$ cat config.mk
export PLATFORM = sky130hd
export DESIGN_NAME = bound_flasher_gen
export DESIGN_NICKNAME = d
export VERILOG_FILES = /design/src/rtl/bound_flasher_gen.sv
export SDC_FILE = /design/constraint.sdc
export NUM_CORES = 1
export LEC_CHECK = 0
export CAP_MARGIN = 20
export CORE_MARGIN = 2
export CORE_UTILIZATION = 50
export DETAILED_ROUTE_END_ITERATION = 10
export PLACE_DENSITY_LB_ADDON = 0.05
export SYNTH_ARGS = -nofsm -noshare
export SYNTH_HDL_FRONTEND = slang
export SYNTH_SLANG_ARGS = --single-unit
$ cat constraint.sdc
create_clock -name clk -period 5.2 [get_ports clk]
set_input_delay 0.78 -clock clk [delete_from_list [all_inputs] [get_ports clk]]
set_output_delay 0.78 -clock clk [all_outputs]
set_load 0.05 [all_outputs]
$ cat src/rtl/bound_flasher_gen.sv
// Parametrised bound flasher: six-phase fill/drain lamp bar with two kickback
// bounds, hold freeze, busy/done status and a completed-sequence counter.
module bound_flasher_gen #(
  parameter int NUM_LAMP = 16,
  parameter int KB1      = 6,
  parameter int KB2      = 11,
  parameter int MIRROR   = 0,
  parameter int CNT_W    = 8
) (
  input  logic                clk,
  input  logic                rst,
  input  logic                flick,
  input  logic                hold,
  output logic [NUM_LAMP-1:0] lamp,
  output logic                busy,
  output logic                done,
  output logic [CNT_W-1:0]    seq_cnt
);
  localparam int LW = $clog2(NUM_LAMP + 1);
  localparam logic [LW-1:0] L_KB1 = LW'(KB1);
  localparam logic [LW-1:0] L_KB2 = LW'(KB2);
  localparam logic [LW-1:0] L_N   = LW'(NUM_LAMP);

  typedef enum logic [2:0] {IDLE, UP1, DN1, UP2, DN2, UP3, DN3} state_t;

  state_t              state, state_nxt;
  logic [LW-1:0]       lvl, lvl_nxt, start_lvl, tgt_lvl;
  logic [NUM_LAMP-1:0] lamp_nxt;
  logic                kick, fin;

  always_comb begin
    start_lvl = '0;
    tgt_lvl   = '0;
    case (state)
      UP1:     begin start_lvl = '0;    tgt_lvl = L_KB1; end
      DN1:     begin start_lvl = L_KB1; tgt_lvl = '0;    end
      UP2:     begin start_lvl = '0;    tgt_lvl = L_KB2; end
      DN2:     begin start_lvl = L_KB2; tgt_lvl = L_KB1; end
      UP3:     begin start_lvl = L_KB1; tgt_lvl = L_N;   end
      DN3:     begin start_lvl = L_N;   tgt_lvl = '0;    end
      default: begin start_lvl = '0;    tgt_lvl = '0;    end
    endcase
  end

  always_comb begin
    state_nxt = state;
    lvl_nxt   = lvl;
    kick      = 1'b0;
    fin       = 1'b0;
    if (!hold) begin
      case (state)
        IDLE: begin
          lvl_nxt = '0;
          if (flick) state_nxt = UP1;
        end
        UP1, UP2, UP3: begin
          // Kickback beats the target, so KB2 inside UP2 falls back to DN1.
          kick = (state != UP1) && (lvl == L_KB1 || lvl == L_KB2) &&
                 (lvl != start_lvl) && flick;
          if (kick)
            state_nxt = (state == UP2) ? DN1 : DN2;
          else if (lvl == tgt_lvl)
            state_nxt = (state == UP1) ? DN1 : (state == UP2) ? DN2 : DN3;
          else
            lvl_nxt = lvl + LW'(1);
        end
        DN1, DN2, DN3: begin
          if (lvl == tgt_lvl) begin
            state_nxt = (state == DN1) ? UP2 : (state == DN2) ? UP3 : IDLE;
            fin       = (state == DN3);
          end else begin
            lvl_nxt = lvl - LW'(1);
          end
        end
        default: begin
          state_nxt = IDLE;
          lvl_nxt   = '0;
        end
      endcase
    end
  end

  // Lamps decode the next level so the lamp register tracks lvl exactly.
  for (genvar i = 0; i < NUM_LAMP; i++) begin : g_lamp
    localparam logic [LW-1:0] IDX = LW'(i);
    if (MIRROR != 0) begin : g_mir
      assign lamp_nxt[NUM_LAMP-1-i] = (IDX < lvl_nxt);
    end else begin : g_fwd
      assign lamp_nxt[i] = (IDX < lvl_nxt);
    end
  end

  always_ff @(posedge clk) begin
    if (rst) begin
      state   <= IDLE;
      lvl     <= '0;
      lamp    <= '0;
      busy    <= 1'b0;
      done    <= 1'b0;
      seq_cnt <= '0;
    end else begin
      state <= state_nxt;
      lvl   <= lvl_nxt;
      lamp  <= lamp_nxt;
      busy  <= (state_nxt != IDLE);
      done  <= fin;
      if (fin) seq_cnt <= seq_cnt + CNT_W'(1);
    end
  end
endmodule

==> flow_summary.json, run 1 <==
{
  "cp-startpoint": "lvl[1]",
  "seqPwrFrac_pct": 47.4,
  "cts_resized": 0,
  "avgViaCountPerCell": 5.82,
  "antenna_left": 0,
  "synth-simple-area-share_pct": 29.0,
  "hp-class": "register to register",
  "antenna_cells": 0,
  "clock-sinks": 33,
  "gr-total-overflow": 0,
  "die_w_um": 66.3,
  "ys_ff_latch": 33,
  "drv_slew": 0,
  "synth_xor_xnor_area_share_pct": 3.16,
  "r2r.worst_path.cells": 9,
  "holdBufCountCts": 0,
  "worstSkewPairLatency_ps": 280,
  "dr.pass1.iters": 4,
  "setup_viol": 0,
  "grt_setup_unrepaired": "no",
  "min_period_over_period_pct": 56.4,
  "ys_seq_area_share_pct": 34.0,
  "syn_area_per_cell_um2": 8.60,
  "max_cap_viol_count": 0,
  "synth_compound_area_share_pct": 23.5,
  "layout_common_cells": "33 x dfxtp_1, 29 x clkdlybuf4s50_1, 25 x nor2_1, 23 x nand2_1",
  "grt_pass1_vias": 1509,
  "r2r-start": "lvl[1]",
  "yosys.area_share.adder_pct": 2.58,
  "area.growth.synth_to_final_pct": 18.1,
  "cp_max_fo": 16,
  "layout_commonest_cell": "dfxtp_1",
  "final_nets": 254,
  "critPathLaunchType": "register",
  "muxShareOfSynthArea_pct": 1.61,
  "p_per_area_mw_per_mm2": 253,
  "rr_endpoint": "lamp[6]",
  "worstSetupPathType": "register to register",
  "hold_viol": 0,
  "place_area_mm2": 0.00221,
  "fp.dieArea_mm2": 0.00440,
  "cts_tree": "built",
  "drt_wl_total_um": 4340,
  "finalCriticalPeriod_ps": 2930,
  "min_to": "seq_cnt[7]",
  "netlist_area_mm2": 0.00194,
  "htree_levels": 2,
  "ir_drop_uv": 200,
  "track_usage_pct": 21.2,
  "combPwrFrac_pct": 20.0,
  "grt_max_degree": 22,
  "pwr-share-clk_pct": 32.6,
  "fin_area_mm2": 0.00229,
  "port_buffers": 29,
  "yosysWarnings": 0,
  "antenna_found_initial": 0,
  "relSlewSlack_pct": 42.5,
  "synth_top_family_by_area": "simple AND/OR/NAND/NOR gates",
  "dp_slack_ps": 2040,
  "swShare_pct": 29.8,
  "cp-end-kind": "register",
  "syn-num-nets": 234,
  "fmax_mhz": 341,
  "ioPinCount": 30,
  "p_leak_nw": 0.837,
  "vias": 1711,
  "cts_root_buf": "clkbuf_8",
  "synthCells": 226,
  "finClkSkew_ps": 4.30,
  "gp_congestion": 0.874,
  "run_status": "completed",
  "tns_ps": 0,
  "cts.clk_slew.worst_paths_ps": 60,
  "p_sw_w": 0.000173,
  "min_delay_path_depth": 2,
  "core.rowCount": 22,
  "r2r_setup_slack_ps": 2270,
  "drive_gt1_share_pct": 11.4,
  "drcViolationCount": 0,
  "crit_arrival_ps": 3100,
  "cts_buffers": 5,
  "drt-initial-drc-count": 167,
  "core_area_mm2": 0.00369,
  "grt_first_pass_wirelength_um": 7070,
  "min_from": "seq_cnt[7]",
  "synth_cell_types": 66,
  "clk_path_buf_depth": 2,
  "cp.required_ps": 5370,
  "synth-edff-count": 0,
  "die_h_um": 66.3,
  "hpwl_um": 3000,
  "async_flop_share_pct": 0,
  "initial_utilization_pct": 52.7,
  "avgRoutedWirePerCell_um": 14.8,
  "cts_setup_buffers": 0,
  "ys.flop_type": "dfxtp_1",
  "tightest_slew_ps": 860,
  "setup_ws_ps": 2270,
  "p_int_w": 0.000407
}
-- Yosys cell counts, drive strengths merged, types with 3 or more instances --
cell,count,area [um2]
a21oi,3,26.3
a31oi,7,71.3
a32oi,4,35.0
and3b,4,35.0
buf,10,62.6
clkbuf,6,22.5
dfxtp,33,661
ha,4,50.1
inv,9,33.8
nand2,23,86.3
nand2b,3,18.8
nand3,6,30.0
nor2,27,111
nor2b,5,38.8
nor3,11,65.1
o211ai,5,37.5
o21ai,17,85.1
or2,3,21.3
or3,4,25.0
xor2,6,52.6
-- flip-flops by register name (all words and copies together), names as in the netlist --
signal	cells
done	1
state	3
lamp	16
busy	1
lvl	4
seq_cnt	8
-- logic make-up (layout without fill, tap and decap cells) --
group / Yosys count / in the layout
AOI/OAI and AO/OA: 54 / 54
DFF: 33 / 33
and+or+nand+nor: 100 / 100
xor gates and xnor gates: 7 / 7
buffers and inverters: 25 / 45
muxes: 3 / 3
adders and majority gates: 4 / 4
-- how the worst max path moves through the flow --
| stage | to | slack (ps) |
|---|---|---|
| CTS | lamp[6] | 2300 |
| finish | lamp[6] | 2270 |
| global placement | lamp[6] | 2070 |
| global route | lamp[10] | 2060 |
| detailed placement | lamp[6] | 2040 |
| floorplan | lamp[6] | 2730 |
-- through the flow --
step | cells | total power [W] | hold slack (ps) | util, %
finish | 294 | 0.000581 | 519 | 62.2
global route | 294 | 0.000609 | 575 | 62.2
CTS | 294 | 0.000585 | 524 | 62.2
detailed placement | 287 | 0.000395 | 511 | 59.9
global placement | 287 | 0.000396 | 499 | 59.9
floorplan | 226 | 0.000368 | 710 | -
-- power groups by stage --
stage | clock [W] | sequential, W | combinational [W]
detailed placement | 0 | 0.000280 | 0.000115
floorplan | 0 | 0.000290 | 0.0000779
CTS | 0.000195 | 0.000275 | 0.000116
global placement | 0 | 0.000281 | 0.000116
finish | 0.000189 | 0.000275 | 0.000116
global route | 0.000208 | 0.000276 | 0.000125
-- layer usage --
metal / up-vias / track usage [%] / wire, um
met5: - / 0 / 0
met4: 0 / 7.91 / 39
met3: 4 / 5.62 / 251
met2: 64 / 30.5 / 1950
met1: 790 / 30.1 / 2100
li1: 853 / - / -
-- area by class of cell --
class	count	area (um2)
multi-input cells	168	1160
flip-flops and latches	33	661
fillers	357	1390
repair buffers	29	290
clock buffers	7	86.3
inverters	9	33.8
well taps	48	60.1
-- worst max-delay path: stages (launching register included) --
cell and delay, ps:
dfxtp_1 650, ha_1 320, and3b_1 220, o221ai_2 150
nor4_4 410, or2_4 210, a211oi_1 70, o22a_2 290
nor2b_4 140, a311o_1 360
Power figures use the tool's default switching activity.
==> run 2: changes to the inputs <==
clock period = 2.7 ns   (was 5.2 ns; I/O delays follow)
==> run 2 against run 1 <==
Register-to-register slack worse by 2100 ps. Sequential share of layout area is 1.9 points lower. Sequential power is 88% higher. Hold slack hardly changed.
==> flow_summary.json, run 2 (synthesis results as in run 1) <==
{
  "grt_first_pass_wirelength_um": 7910,
  "layout_common_cells": "31 x dfxtp_1, 29 x clkdlybuf4s50_1, 25 x nor2_1, 23 x nand2_1, 21 x buf_4",
  "crit_chain": "buf_4 > and2b_1 > mux2i_1 > a221oi_2 > nor2_1 > a31oi_1 > o311ai_4 > inv_1 > a32oi_1",
  "layout_commonest_cell": "dfxtp_1",
  "drive_gt1_share_pct": 19.1,
  "p_int_w": 0.000807,
  "regMostFlops": "lamp",
  "r2r.worst_path.cells": 9,
  "cts_root_buf": "clkbuf_8",
  "die_h_um": 66.3,
  "gr-total-overflow": 0,
  "place_area_mm2": 0.00236,
  "avgViaCountPerCell": 5.65,
  "antenna_found_initial": 0,
  "max_cap_viol_count": 0,
  "tightest_slew_ps": 539,
  "cts_tree": "built",
  "worstSkewPairLatency_ps": 270,
  "rr_endpoint": "lamp[12]",
  "hold_viol": 0,
  "worstSetupPathType": "register to register",
  "swShare_pct": 29.1,
  "combPwrFrac_pct": 23.5,
  "crit_arrival_ps": 2750,
  "placed_cells": 307,
  "cpPeakStageDelay_ps": 480,
  "p_leak_nw": 0.949,
  "p_per_area_mw_per_mm2": 461,
  "cp-end-kind": "register",
  "drt_wl_total_um": 4570,
  "p_sw_w": 0.000331,
  "htree_levels": 2,
  "core_area_mm2": 0.00369,
  "cp_max_fo": 12,
  "relSlewSlack_pct": 63.9,
  "fp.dieArea_mm2": 0.00440,
  "core.rowCount": 22,
  "clk_path_buf_depth": 2,
  "holdBufCountCts": 0,
  "gp_congestion": 0.888,
  "fin_area_mm2": 0.00247,
  "hpwl_um": 3410,
  "drcViolationCount": 0,
  "whs_ps": 519,
  "min_delay_path_depth": 2,
  "run_status": "completed",
  "layoutNonFillerInstCount": 315,
  "grt_max_degree": 16,
  "antenna_cells": 0,
  "avgRoutedWirePerCell_um": 14.5,
  "setup_viol": 0,
  "pwr-share-clk_pct": 31.1,
  "final_nets": 275,
  "cts.clk_slew.worst_paths_ps": 60,
  "finalCriticalPeriod_ps": 2550,
  "fmax_mhz": 391,
  "die_w_um": 66.3,
  "drv_slew": 0,
  "min_to": "seq_cnt[7]",
  "largest_reg_flops": 16,
  "crit_buf_inv": 2,
  "ir_drop_uv": 395,
  "r2r_setup_slack_ps": 150,
  "min_from": "seq_cnt[7]",
  "port_buffers": 29,
  "grt_pass1_vias": 1663,
  "cp.required_ps": 2900,
  "crit_family": "compound AO/OA/AOI/OAI gates",
  "fill_cells": 307,
  "clock-sinks": 33,
  "r2r-start": "state[2]",
  "seqPwrFrac_pct": 45.4,
  "cpMaxStageDelayCell": "o311ai_4",
  "min_period_over_period_pct": 94.6,
  "cts_buffers": 5,
  "top_regs": "lamp x16, seq_cnt x8, lvl x4",
  "fin_util_pct": 66.9,
  "grt_setup_unrepaired": "no",
  "area.growth.synth_to_final_pct": 27.0,
  "vias": 1780,
  "dr.pass1.iters": 4,
  "finClkSkew_ps": 2.59,
  "initial_utilization_pct": 52.7,
  "ioPinCount": 30,
  "drt-initial-drc-count": 135,
  "critPathLaunchType": "register",
  "tns_ps": 0,
  "track_usage_pct": 23.3,
  "antenna_left": 0,
  "hp-class": "register to register"
}
-- run 2: changes by cell type in the layout (fill, tap and decap cells not counted), sizes merged --
cell / previous run / this run
buf: 0 / 21
-- run 2: repair_timing --
action                     in CTS  in global routing
setup endpoints to repair       0                 14
buffers inserted                0                  1
resized for setup               0                  4
-- run 2: power by group through the flow --
stage	clock network [W]	registers, W	logic (W)
6_report	0.000354	0.000517	0.000267
5_1_grt	0.000394	0.000518	0.000287
4_1_cts	0.000369	0.000516	0.000263
3_5_place_dp	0	0.000527	0.000261
3_3_place_gp	0	0.000527	0.000261
2_1_floorplan	0	0.000558	0.000150
-- run 2: tightest hold or removal path, cell delays in order, from the launching register on --
cell and delay (ps):
dfxtp_1 340, xor2_1 70, nor2_1 70
-- run 2: metrics by stage --
stage / worst slack, ps / power [W]
after floorplan: 233 / 0.000708
after global placement: 51.5 / 0.000789
after detailed placement: 15.9 / 0.000788
after CTS: 73.5 / 0.00115
after global routing: 7.04 / 0.00120
final: 146 / 0.00114
-- run 2: layout make-up --
cell class	instances	area, um2	share of cell area, %
Sequential cell	33	663	26.9
Inverter	9	33.8	1.37
Clock buffer	7	86.3	3.50
Multi-Input combinational cell	168	1180	47.7
Tap cell	48	60.1	2.43
Timing Repair Buffer	50	448	18.2
-- run 2: routing by layer --
metal / wire length, um / vias to the layer above / global-route usage [%]
li1: - / 893 / -
met1: 2140 / 825 / 32.5
met2: 2130 / 53 / 35.3
met3: 247 / 9 / 5.96
met4: 59 / 0 / 6.89
met5: 0 / - / 0
-- run 2: worst max path at each step --
stage / cells after the start / slack, ps / end / from
floorplan: 10 / 230 / lamp[6] / lvl[0]
global placement: 10 / 50 / lamp[12] / flick
detailed placement: 10 / 20 / lamp[10] / flick
CTS: 9 / 70 / lamp[10] / state[2]
global route: 11 / 7 / lamp[10] / lvl[0]
finish: 9 / 150 / lamp[12] / state[2]
==> run 3: changes to the inputs <==
REMOVE_ABC_BUFFERS = 1   (was unset)
SKIP_LAST_GASP = 1   (was unset)
==> run 3 against run 2 <==
Sequential share of layout area decreased by 0.27 points. Fmax decreased by 0.97%. Combinational power about the same. Largest power group unchanged. Highest routed layer unchanged. Via count decreased by 0.62%. Global-route usage decreased by 0.80 points. Clock-buffer cell count unchanged. Setup slack got worse by 25 ps. Die area unchanged.
==> flow_summary.json, run 3 (synthesis results as in run 1) <==
{
  "run_status": "completed",
  "cp-end-kind": "register",
  "regMostFlops": "lamp",
  "die_w_um": 66.3,
  "finalCriticalPeriod_ps": 2580,
  "dr.pass1.iters": 4,
  "cpPeakStageDelay_ps": 400,
  "p_per_area_mw_per_mm2": 473,
  "cts_root_buf": "clkbuf_8",
  "fmax_mhz": 388,
  "gr-total-overflow": 0,
  "drv_slew": 0,
  "worstSkewPairLatency_ps": 280,
  "antenna_left": 0,
  "hold_viol": 0,
  "p_leak_nw": 0.964,
  "initial_utilization_pct": 52.7,
  "core.rowCount": 22,
  "cts.clk_slew.worst_paths_ps": 70,
  "worstSetupPathType": "register to register",
  "largest_reg_flops": 16,
  "fin_util_pct": 67.9,
  "core_area_mm2": 0.00369,
  "grt_max_degree": 20,
  "relSlewSlack_pct": 65.7,
  "gp_congestion": 0.831,
  "holdBufCountCts": 0,
  "tightest_slew_ps": 513,
  "clock-sinks": 33,
  "final_nets": 275,
  "r2r.worst_path.cells": 10,
  "layout_common_cells": "30 x dfxtp_1, 29 x clkdlybuf4s50_1, 25 x nor2_1, 23 x nand2_1, 20 x buf_4",
  "min_to": "seq_cnt[7]",
  "max_cap_viol_count": 0,
  "place_area_mm2": 0.00238,
  "avgViaCountPerCell": 5.60,
  "cpMostUsedCell": "a31oi_4",
  "r2r_setup_slack_ps": 120,
  "antenna_cells": 0,
  "die_h_um": 66.3,
  "htree_levels": 2,
  "cts_setup_buffers": 0,
  "antenna_found_initial": 0,
  "drt_wl_total_um": 4580,
  "fin_area_mm2": 0.00251,
  "area.growth.synth_to_final_pct": 29.0,
  "crit_arrival_ps": 2750,
  "hpwl_um": 3370,
  "grt_first_pass_wirelength_um": 7580,
  "fill_cells": 305,
  "whs_ps": 513,
  "min_delay_path_depth": 2,
  "cpMaxStageDelayCell": "or3_1",
  "setup_viol": 0,
  "layout_commonest_cell": "dfxtp_1",
  "r2r-start": "lvl[0]",
  "grt_pass1_vias": 1620,
  "ioPinCount": 30,
  "critPathLaunchType": "register",
  "min_period_over_period_pct": 95.5,
  "ir_drop_uv": 350,
  "cp_max_fo": 9,
  "drt-initial-drc-count": 92,
  "avgRoutedWirePerCell_um": 14.5,
  "port_buffers": 29,
  "crit_chain": "inv_1 > ha_1 > and3b_1 > o221ai_2 > nor4_4 > buf_4 > or3_1 > a31oi_4 > a31oi_4 > a311o_1",
  "cts_buffers": 5,
  "cts_tree": "built",
  "clk_path_buf_depth": 2,
  "cp.required_ps": 2870,
  "track_usage_pct": 22.5,
  "finClkSkew_ps": 6.64,
  "fp.dieArea_mm2": 0.00440,
  "vias": 1769,
  "hp-class": "register to register",
  "drive_gt1_share_pct": 20.5,
  "rr_endpoint": "lamp[6]",
  "top_regs": "lamp x16, seq_cnt x8, lvl x4",
  "grt_setup_unrepaired": "yes",
  "drcViolationCount": 0,
  "min_from": "seq_cnt[7]"
}
==> run 3: changes by cell type in the layout (fill, tap and decap cells not counted), sizes merged <==
cell and delta:
clkinv +1
==> run 3: layer usage <==
| layer | track usage (%) | routed length, um |
|---|---|---|
| met1 | 28.9 | 2130 |
| met3 | 5.45 | 197 |
| met2 | 36.4 | 2200 |
| met5 | 0 | 0 |
| met4 | 8.42 | 59 |
==> run 3: area by class of cell <==
cell class	count	area, um2	area share (%)
Sequential cell	33	667	26.6
Timing Repair Buffer	50	460	18.4
Multi-Input combinational cell	168	1180	47.2
Tap cell	48	60.1	2.40
Clock inverter	1	5.00	0.200
Inverter	9	33.8	1.35
Clock buffer	7	96.3	3.84
==> run 3: what timing repair did <==
item	CTS	global route
endpoints found under the setup margin	9	11
gates resized for setup	1	6
pin swaps	0	2
==> run 3: per-stage QoR <==
| step | TNS, ps | instances | power (W) | setup slack [ps] |
|---|---|---|---|---|
| 2_1_floorplan | 0 | 210 | 0.000694 | 27.2 |
| 3_3_place_gp | 0 | 308 | 0.000791 | 28.3 |
| 3_5_place_dp | -65.1 | 308 | 0.000789 | -16.6 |
| 4_1_cts | 0 | 316 | 0.00119 | 60.8 |
| 5_1_grt | -40.3 | 316 | 0.00124 | -40.2 |
| 6_report | 0 | 316 | 0.00119 | 121 |
==> run 3: worst max-delay path by stage <==
stage               startpoint  endpoint  slack (ps)  cells after the start
global route            lvl[3]  lamp[10]         -40                      8
CTS                     lvl[0]   lamp[2]          60                     11
finish                  lvl[0]   lamp[6]         120                     10
detailed placement       flick  lamp[10]         -20                     10
global placement         flick  lamp[14]          30                     10
floorplan             lamp[15]  lamp[10]          30                      8
==> run 3: critical path: cells and delay by family (launching register included) <==
family | cells | cell delay [ps]
compound gates | 4 | 1010
simple gates | 3 | 670
flops | 1 | 390
buf+inv | 2 | 220
fa+ha+maj | 1 | 180
==> run 3: report_power, final <==
| group | total [W] | internal [W] | switching (W) | leakage, nW |
|---|---|---|---|---|
| clock network | 0.000403 | 0.000230 | 0.000173 | 0.0542 |
| registers | 0.000516 | 0.000503 | 0.0000131 | 0.268 |
| logic | 0.000267 | 0.000103 | 0.000164 | 0.642 |
